===== src/rtl/uart_arb_pkg.sv =====
// Shared definitions for the UART transmit arbiter: state encoding, default character
// format and the index-width helper.
package uart_arb_pkg;

  localparam logic ST_IDLE   = 1'b0;
  localparam logic ST_LOCKED = 1'b1;

  typedef enum logic {
    StIdle   = ST_IDLE,
    StLocked = ST_LOCKED
  } state_e;

  localparam int unsigned     DEF_W        = 7;
  localparam logic [DEF_W-1:0] DEF_EOL_CODE = 7'h0A;

  // Bits needed to index n items; never less than one.
  function automatic int unsigned idx_width(input int unsigned n);
    int unsigned w;
    w = 1;
    while ((32'd1 << w) < n) w++;
    return w;
  endfunction

endpackage


===== src/rtl/uart_rr_pick.sv =====
// Combinational round-robin picker: first valid index after ptr, wrapping modulo N.
module uart_rr_pick
  import uart_arb_pkg::*;
#(
  parameter int unsigned N  = 4,
  parameter int unsigned PW = idx_width(N)
) (
  input  logic [N-1:0]  valid,
  input  logic [PW-1:0] ptr,
  output logic          any,
  output logic [PW-1:0] winner
);

  logic [PW-1:0] idx;

  // Scan from farthest to nearest so the nearest valid index is assigned last.
  always_comb begin
    any    = |valid;
    winner = '0;
    idx    = '0;
    for (int k = int'(N); k >= 1; k--) begin
      idx = PW'((int'(ptr) + k) % int'(N));
      if (valid[idx]) winner = idx;
    end
  end

endmodule


===== src/rtl/uart_tx_arbiter.sv =====
// Round-robin, line-locking arbiter in front of one UartTX with a one-entry holding register.
// Optional forced release of an idle line owner: define UART_ARB_IDLE_TIMEOUT_EN.
module uart_tx_arbiter
  import uart_arb_pkg::*;
#(
  parameter int unsigned   N        = 4,
  parameter int unsigned   W        = DEF_W,
  parameter logic [W-1:0]  EOL_CODE = W'(DEF_EOL_CODE)
`ifdef UART_ARB_IDLE_TIMEOUT_EN
  ,
  parameter int unsigned   TIMEOUT  = 1024
`endif
) (
  input  logic           clk,
  input  logic           reset,
  input  logic [N-1:0]   req_valid,
  input  logic [N*W-1:0] req_data,
  output logic [N-1:0]   req_ack,
  output logic [N-1:0]   grant,
  output logic           busy,
  output logic           tx_load,
  output logic [W-1:0]   tx_data,
  input  logic           tx_ready
);

  localparam int unsigned PW = idx_width(N);

  state_e        state_q;
  logic [PW-1:0] ptr_q, g_q;
  logic [N-1:0]  grant_q;
  logic          hold_valid_q;
  logic [W-1:0]  hold_data_q;

`ifdef UART_ARB_IDLE_TIMEOUT_EN
  localparam int unsigned CW = idx_width(TIMEOUT);
  logic [CW-1:0] idle_cnt_q;
`endif

  logic          pick_any;
  logic [PW-1:0] pick_idx;
  logic          owner_valid;
  logic [W-1:0]  owner_data;
  logic          accept;

  uart_rr_pick #(
    .N  (N),
    .PW (PW)
  ) u_pick (
    .valid  (req_valid),
    .ptr    (ptr_q),
    .any    (pick_any),
    .winner (pick_idx)
  );

  always_comb begin
    owner_valid = 1'b0;
    owner_data  = '0;
    for (int i = 0; i < int'(N); i++) begin
      if (g_q == PW'(i)) begin
        owner_valid = req_valid[i];
        owner_data  = req_data[i*W +: W];
      end
    end
  end

  // The hold drains in the same cycle it refills, so a full hold accepts when tx_ready is high.
  assign accept  = (state_q == StLocked) & owner_valid & (~hold_valid_q | tx_ready);
  assign req_ack = accept ? grant_q : '0;
  assign grant   = grant_q;
  assign busy    = (state_q == StLocked) | hold_valid_q;
  assign tx_load = hold_valid_q;
  assign tx_data = hold_data_q;

  always_ff @(posedge clk or posedge reset) begin
    if (reset) begin
      state_q      <= StIdle;
      ptr_q        <= PW'(N - 1);
      g_q          <= '0;
      grant_q      <= '0;
      hold_valid_q <= 1'b0;
      hold_data_q  <= '0;
`ifdef UART_ARB_IDLE_TIMEOUT_EN
      idle_cnt_q   <= '0;
`endif
    end else begin
      if (accept) begin
        hold_valid_q <= 1'b1;
        hold_data_q  <= owner_data;
      end else if (hold_valid_q && tx_ready) begin
        hold_valid_q <= 1'b0;
      end

      case (state_q)
        StIdle: begin
          if (pick_any) begin
            state_q <= StLocked;
            g_q     <= pick_idx;
            ptr_q   <= pick_idx;
            grant_q <= {{(N-1){1'b0}}, 1'b1} << pick_idx;
`ifdef UART_ARB_IDLE_TIMEOUT_EN
            idle_cnt_q <= '0;
`endif
          end
        end
        StLocked: begin
          if (accept && owner_data == EOL_CODE) begin
            state_q <= StIdle;
            grant_q <= '0;
          end
`ifdef UART_ARB_IDLE_TIMEOUT_EN
          if (accept) begin
            idle_cnt_q <= '0;
          end else if (!owner_valid) begin
            if (idle_cnt_q == CW'(TIMEOUT - 1)) begin
              state_q <= StIdle;
              grant_q <= '0;
            end else begin
              idle_cnt_q <= idle_cnt_q + CW'(1);
            end
          end
`endif
        end
        default: state_q <= StIdle;
      endcase
    end
  end

endmodule


===== config.mk =====
export PLATFORM = sky130hd
export DESIGN_NAME = uart_tx_arbiter
export DESIGN_NICKNAME = d
export VERILOG_FILES = /design/src/rtl/uart_arb_pkg.sv /design/src/rtl/uart_rr_pick.sv /design/src/rtl/uart_tx_arbiter.sv
export SDC_FILE = /design/constraint.sdc
export NUM_CORES = 1
export LEC_CHECK = 0
export CAP_MARGIN = 20
export CORE_MARGIN = 10
export CORE_UTILIZATION = 36
export CTS_BUF_LIST = sky130_fd_sc_hd__clkbuf_16
export DETAILED_ROUTE_END_ITERATION = 12
export GPL_TIMING_DRIVEN = 1
export HOLD_SLACK_MARGIN = 0.08
export PLACE_DENSITY = 0.82
export SLEW_MARGIN = 20
export SYNTH_ARGS = -nofsm -noshare
export SYNTH_HDL_FRONTEND = slang
export SYNTH_SLANG_ARGS = --single-unit

===== constraint.sdc =====
create_clock -name clk -period 2.3 [get_ports clk]
set_clock_uncertainty 0.2 [all_clocks]
set_input_delay 0.46 -clock clk [delete_from_list [all_inputs] [get_ports clk]]
set_output_delay 0.46 -clock clk [all_outputs]
set_load 0.01 [all_outputs]

After elaboration in Yosys (flattened, before gate mapping)
Index checks and enable logic that the tools add are counted.
Word-level totals
  bits in writable memories: 0
  word-level logic and storage cells: 63
  output and inout bits: 17
  memories: 0
  bits in read-only memories: 0
  latch bits: 0
  input port bits: 35
  flip-flop bits (word level): 17
Cells by class
  shifts and indexed selects: 1
  bitwise operators: 6
  magnitude comparators: 4
  reductions and logical operators: 7
  $mul: 0
  div/mod/pow operators: 0
  equal/unequal tests: 6
  add/sub/neg operators: 4
  muxes and demuxes: 29
Operators with widths (count)
  $mux W7: 4
  $lt A2 B3 Y1 const B: 4
  $mux W1: 12
  $mux W4: 3
  $bmux W1 S2: 4
  $mux W2: 4
  $pmux W4 S2: 1
  $eq A7 B4 Y1 const B: 1
  $add A2 B1 Y2 const B: 2
  $add A2 B2 Y2 const B: 2
  $eq A2 B2 Y1 const B: 2
  $reduce_and A2 Y1: 2
  $reduce_or A4 Y1: 1
  $shl A1 B2 Y4 const A: 1
  $and A1 B1 Y1: 2
  $eq A2 B1 Y1 const B: 1
  $logic_and A1 B1 Y1: 2
  $logic_not A2 Y1: 1
  $ne A2 B1 Y1 const B: 1
  $ne A2 B2 Y1 const B: 1
  $not A1 Y1: 2
  $or A1 B1 Y1: 2
  $pmux W1 S2: 1
  $reduce_bool A2 Y1: 1

Longest topological paths before layout
  depth after elaboration: 10
  gate-level depth with buffers: 6
  depth with buffers taken out: 4

Hierarchy
A second synthesis with hierarchy kept.
Second synthesis, totals
  cells, all modules: 91
  area, all modules: 1068.5 um^2
By module, submodules not included
  uart_tx_arbiter: cells each 77, seq. area each 427.9 um^2, times used 1, area an instance 977.2 um^2
  uart_rr_pick: cells each 14, seq. area each 0.0 um^2, times used 1, area an instance 91.3 um^2

Worst setup path after synthesis
Ideal clock, no wire load.
  kind: reg2reg
  start point: reg g_q[0]
  end point: reg grant_q[0] (netlist: grant[0])
  slack: -120 ps
  stages on the path, launching flop included: 6
  required time: 1975 ps
  library setup time: 125 ps
  data arrival time: 2095 ps
  path buffers: 1
  period minus slack after synthesis: 2420 ps
  path through: dfrtp_1 > buf_6 > mux4_2 > or4b_4 > o31ai_4 > mux2_4
On the way
  cells in the longest elaborated chain, start to end: 10
  elaborated cells on any way between the ends: 18
  classes of those cells: 5 x eq/ne; 8 x mux; 2 x bitwise; 3 x reduce/logical
Ends and longest elaborated chain
  from (decl): line uart_tx_arbiter.sv:29  | logic [PW-1:0] ptr_q, g_q;
  from (signal assigned): line uart_tx_arbiter.sv:97  | g_q <= pick_idx;
  $logic_not A2 Y1: line uart_tx_arbiter.sv:59  | if (g_q == PW'(i)) begin
  $mux W1 (4 in series): line uart_tx_arbiter.sv:59
  $and A1 B1 Y1 (2 in series): line uart_tx_arbiter.sv:67  | assign accept = (state_q == StLocked) & owner_valid & (~hold_valid_q | tx_ready);
  $logic_and A1 B1 Y1 (*): line uart_tx_arbiter.sv:106  | if (accept && owner_data == EOL_CODE) begin
  $ne A2 B1 Y1 (no source line) (*)
  $reduce_and A2 Y1 (no source line) (*)
  to (signal assigned): line uart_tx_arbiter.sv:99  | grant_q <= {{(N-1){1'b0}}, 1'b1} << pick_idx;
  to (decl): line uart_tx_arbiter.sv:30  | logic [N-1:0] grant_q;
Every way passes the cells marked *; elsewhere a longest branch is shown, timed or not.
A chain may end at the register's enable or synchronous reset.

Worst setup path after layout
Ends and elaborated chain as after synthesis.

==> flow_summary.json <==
{
  "postLayoutCellArea_um2": 1840,
  "drc": 0,
  "place_hpwl_um": 2710,
  "whs_endpoint": "tx_data[3]",
  "syn_area_um2": 1040,
  "fin_cells": 190,
  "setup_slack_ns": -0.186,
  "area_growth_pct": 77.0,
  "place_ws_ns": -0.617,
  "combPwrFrac_pct": 57.9,
  "fmax_ghz": 0.402,
  "vias": 1003,
  "crit_type": "reg2reg",
  "worstSetupEndpointType": "flip-flop",
  "cp.required_ns": 2.23,
  "ioPinCount": 52,
  "synth.avg_cell_area_um2": 12.0,
  "grt.met1_usage_pct": 14.6,
  "grt_util_all_layers_pct": 12.6,
  "cts_max_level": 1,
  "seq_area_frac_synth_pct": 41.2,
  "hold_buffers": 0,
  "holdWs_ns": 0.273,
  "gr-max-usage-layer": "met2",
  "wl_um": 3440,
  "std_cell_rows": 19,
  "cts_buffers": 3,
  "power.total_uw": 2210,
  "violations": "setup timing",
  "cp-startpoint": "g_q[0]",
  "power_density_nw_per_um2": 1200,
  "fp.dieW_um": 73.7,
  "hp-class": "reg2reg",
  "p_leak_uw": 0.000832,
  "dieArea_um2": 5440,
  "drt_pre_antenna_iters": 4,
  "die_h_um": 73.7,
  "clock_path_buffers": 2,
  "antenna_cells": 0,
  "finalMaxSlewViolations": 0,
  "vias_per_cell": 5.28,
  "cp_max_fo": 6,
  "p_switching_uw": 736,
  "worstMarginPinSlew_ns": 0.682,
  "clock_sinks": 17,
  "regToRegSetupSlack_ns": -0.19,
  "start_kind": "flip-flop",
  "synth.distinct_cells": 31,
  "holdPathStages": 2,
  "crit-reg2reg-launch": "g_q[0]",
  "ys_warn_count": 0,
  "grt_pass1_vias": 1118,
  "io_buffer_count": 51,
  "arrival_ns": 2.42,
  "met2_usage_pct": 21.2,
  "place_area_um2": 1660,
  "netSwitchingFraction_pct": 33.3,
  "synth_nets": 122,
  "placed_cells": 178,
  "globalRouteMet3Util_pct": 4.85,
  "grt_max_degree": 18,
  "finalHoldViolCount": 0,
  "p_seq_share_pct": 26.3,
  "worstReg2RegEnd": "grant[0]",
  "core_area_um2": 2760,
  "syn_inst": 87,
  "place_congestion": 0.722,
  "drv_cap": 0,
  "reg2regPathDepth": 4,
  "vdd_drop_max_mv": 0.871,
  "insertion_delay_ns": 0.25,
  "first_iter_violations": 54,
  "rsz0062_at_grt": "true",
  "min_period_ns": 2.49,
  "overflow": 0,
  "finalCritPeriodShare_pct": 108,
  "grt_pass1_wl_um": 5400,
  "p_int_uw": 1470,
  "outcome": "finished, violations left",
  "ant_nets": 0,
  "holdCritStartpoint": "tx_data[3]",
  "power_frac_clock_pct": 15.8,
  "clockRootBuffer": "clkbuf_16",
  "cts_tree": "yes",
  "slew_headroom_pct": 54.5,
  "synth-seq-cells": 17,
  "clkTransAtPathRegs_ns": 0.05,
  "num-nets-final": 195,
  "setup_viol": 8,
  "start_util_pct": 37.7,
  "grt_antenna_before_repair": 0,
  "avgRoutedWirePerCell_um": 18.1,
  "drive_above_1_share_pct": 34.0
}
==> layer usage <==
layer / up-vias / share of wire [%]
met5: - / 0
li1: 470 / -
met3: 4 / 9.0
met1: 483 / 39
met4: 0 / 0.58
met2: 46 / 51
==> synthesized netlist by cell type <==
cell type / number / area, µm²
dfrtp_1: 15 / 375
nand2_1: 11 / 41.3
inv_1: 8 / 30.0
mux2_2: 6 / 67.6
mux4_1: 5 / 131
nor2_1: 5 / 18.8
nand2b_1: 4 / 25.0
clkbuf_1: 3 / 11.3
mux4_2: 3 / 67.6
o21ai_0: 3 / 15.0
dfstp_2: 2 / 52.6
o32ai_1: 2 / 17.5
or2_2: 2 / 12.5
a2111oi_0: 1 / 8.76
a211oi_1: 1 / 7.51
a21o_1: 1 / 7.51
a21oi_1: 1 / 5.00
a2bb2o_4: 1 / 20.0
a31o_2: 1 / 8.76
a31oi_1: 1 / 6.26
buf_6: 1 / 11.3
mux2_4: 1 / 15.0
mux2i_1: 1 / 10.0
nand3_1: 1 / 5.00
nand3b_1: 1 / 7.51
nand4_1: 1 / 6.26
nor2b_1: 1 / 6.26
o22ai_1: 1 / 6.26
o31ai_1: 1 / 7.51
o31ai_4: 1 / 21.3
or4b_4: 1 / 13.8
==> area by class of cell <==
| cell class | instances | area [µm²] |
|---|---|---|
| Fill cell | 221 | 917 |
| Tap cell | 31 | 38.8 |
| Clock buffer | 3 | 75.1 |
| Timing Repair Buffer | 72 | 658 |
| Multi-Input combinational cell | 58 | 606 |
| Sequential cell | 17 | 429 |
| Inverter | 8 | 30.0 |
| Clock inverter | 1 | 3.75 |
==> timing repair <==
| item | CTS | global route |
|---|---|---|
| gates resized for setup | 32 | 21 |
| setup buffers | 6 | 2 |
| pin swaps | 4 | 3 |
| endpoints found under the setup margin | 10 | 9 |
==> power groups by stage <==
stage	sequential (µW)	clock, µW	combinational [µW]
floorplan	573	0	552
global placement	561	0	1010
detailed placement	577	0	1040
CTS	575	354	1120
global route	603	365	1370
finish	581	350	1280
==> through the flow <==
stage          TNS, ns  utilization (%)
5_1_grt          -1.53             66.7
4_1_cts          -1.22             63.9
2_1_floorplan   -0.144                -
3_3_place_gp     -5.06             60.3
6_report        -0.943             66.7
3_5_place_dp     -6.23             60.3
==> flip-flops by register name (all words and copies together) (netlist names) <==
register and cells:
g_q 2, tx_data 7, ptr_q 2, state_q 1, grant 4, tx_load 1
==> kinds of logic (layout without fill, tap and decap cells) <==
kind of cell	count (synthesis)	after routing	synth area share, %
muxes	16	16	28.0
buffers and inverters	12	84	5.05
and+or+nand+nor	27	27	13.1
DFF	17	17	41.2
AOI/OAI and AO/OA	15	15	12.6
==> layout by cell type, fill, tap and decap left out, types with 2 or more instances in the layout <==
| cell | synthesis | final |
|---|---|---|
| buf_2 | 0 | 2 |
| buf_4 | 0 | 16 |
| buf_6 | 1 | 5 |
| clkbuf_16 | 0 | 3 |
| clkdlybuf4s50_1 | 0 | 32 |
| dfrtp_1 | 15 | 14 |
| dfstp_2 | 2 | 2 |
| dlygate4sd2_1 | 0 | 15 |
| inv_1 | 8 | 9 |
| mux2_4 | 1 | 6 |
| mux4_1 | 5 | 3 |
| mux4_2 | 3 | 5 |
| nand2_1 | 11 | 11 |
| nand2b_1 | 4 | 4 |
| nor2_1 | 5 | 2 |
| nor2_2 | 0 | 2 |
| o21ai_0 | 3 | 3 |
==> worst max path at each step <==
stage / to / slack (ns) / cells after the start
final: grant[0] / -0.19 / 4
after global routing: grant[0] / -0.25 / 4
after CTS: grant[0] / -0.23 / 4
after detailed placement: grant[0] / -0.62 / 5
after global placement: grant[0] / -0.53 / 5
after floorplan: grant[0] / -0.12 / 5
==> worst max-delay path: stages, from the launching register on <==
cell and delay (ns):
dfrtp_2 0.46, mux4_2 0.53, or4b_4 0.57, o31ai_4 0.27, mux2_4 0.32
(Power assumes the default switching activity.)
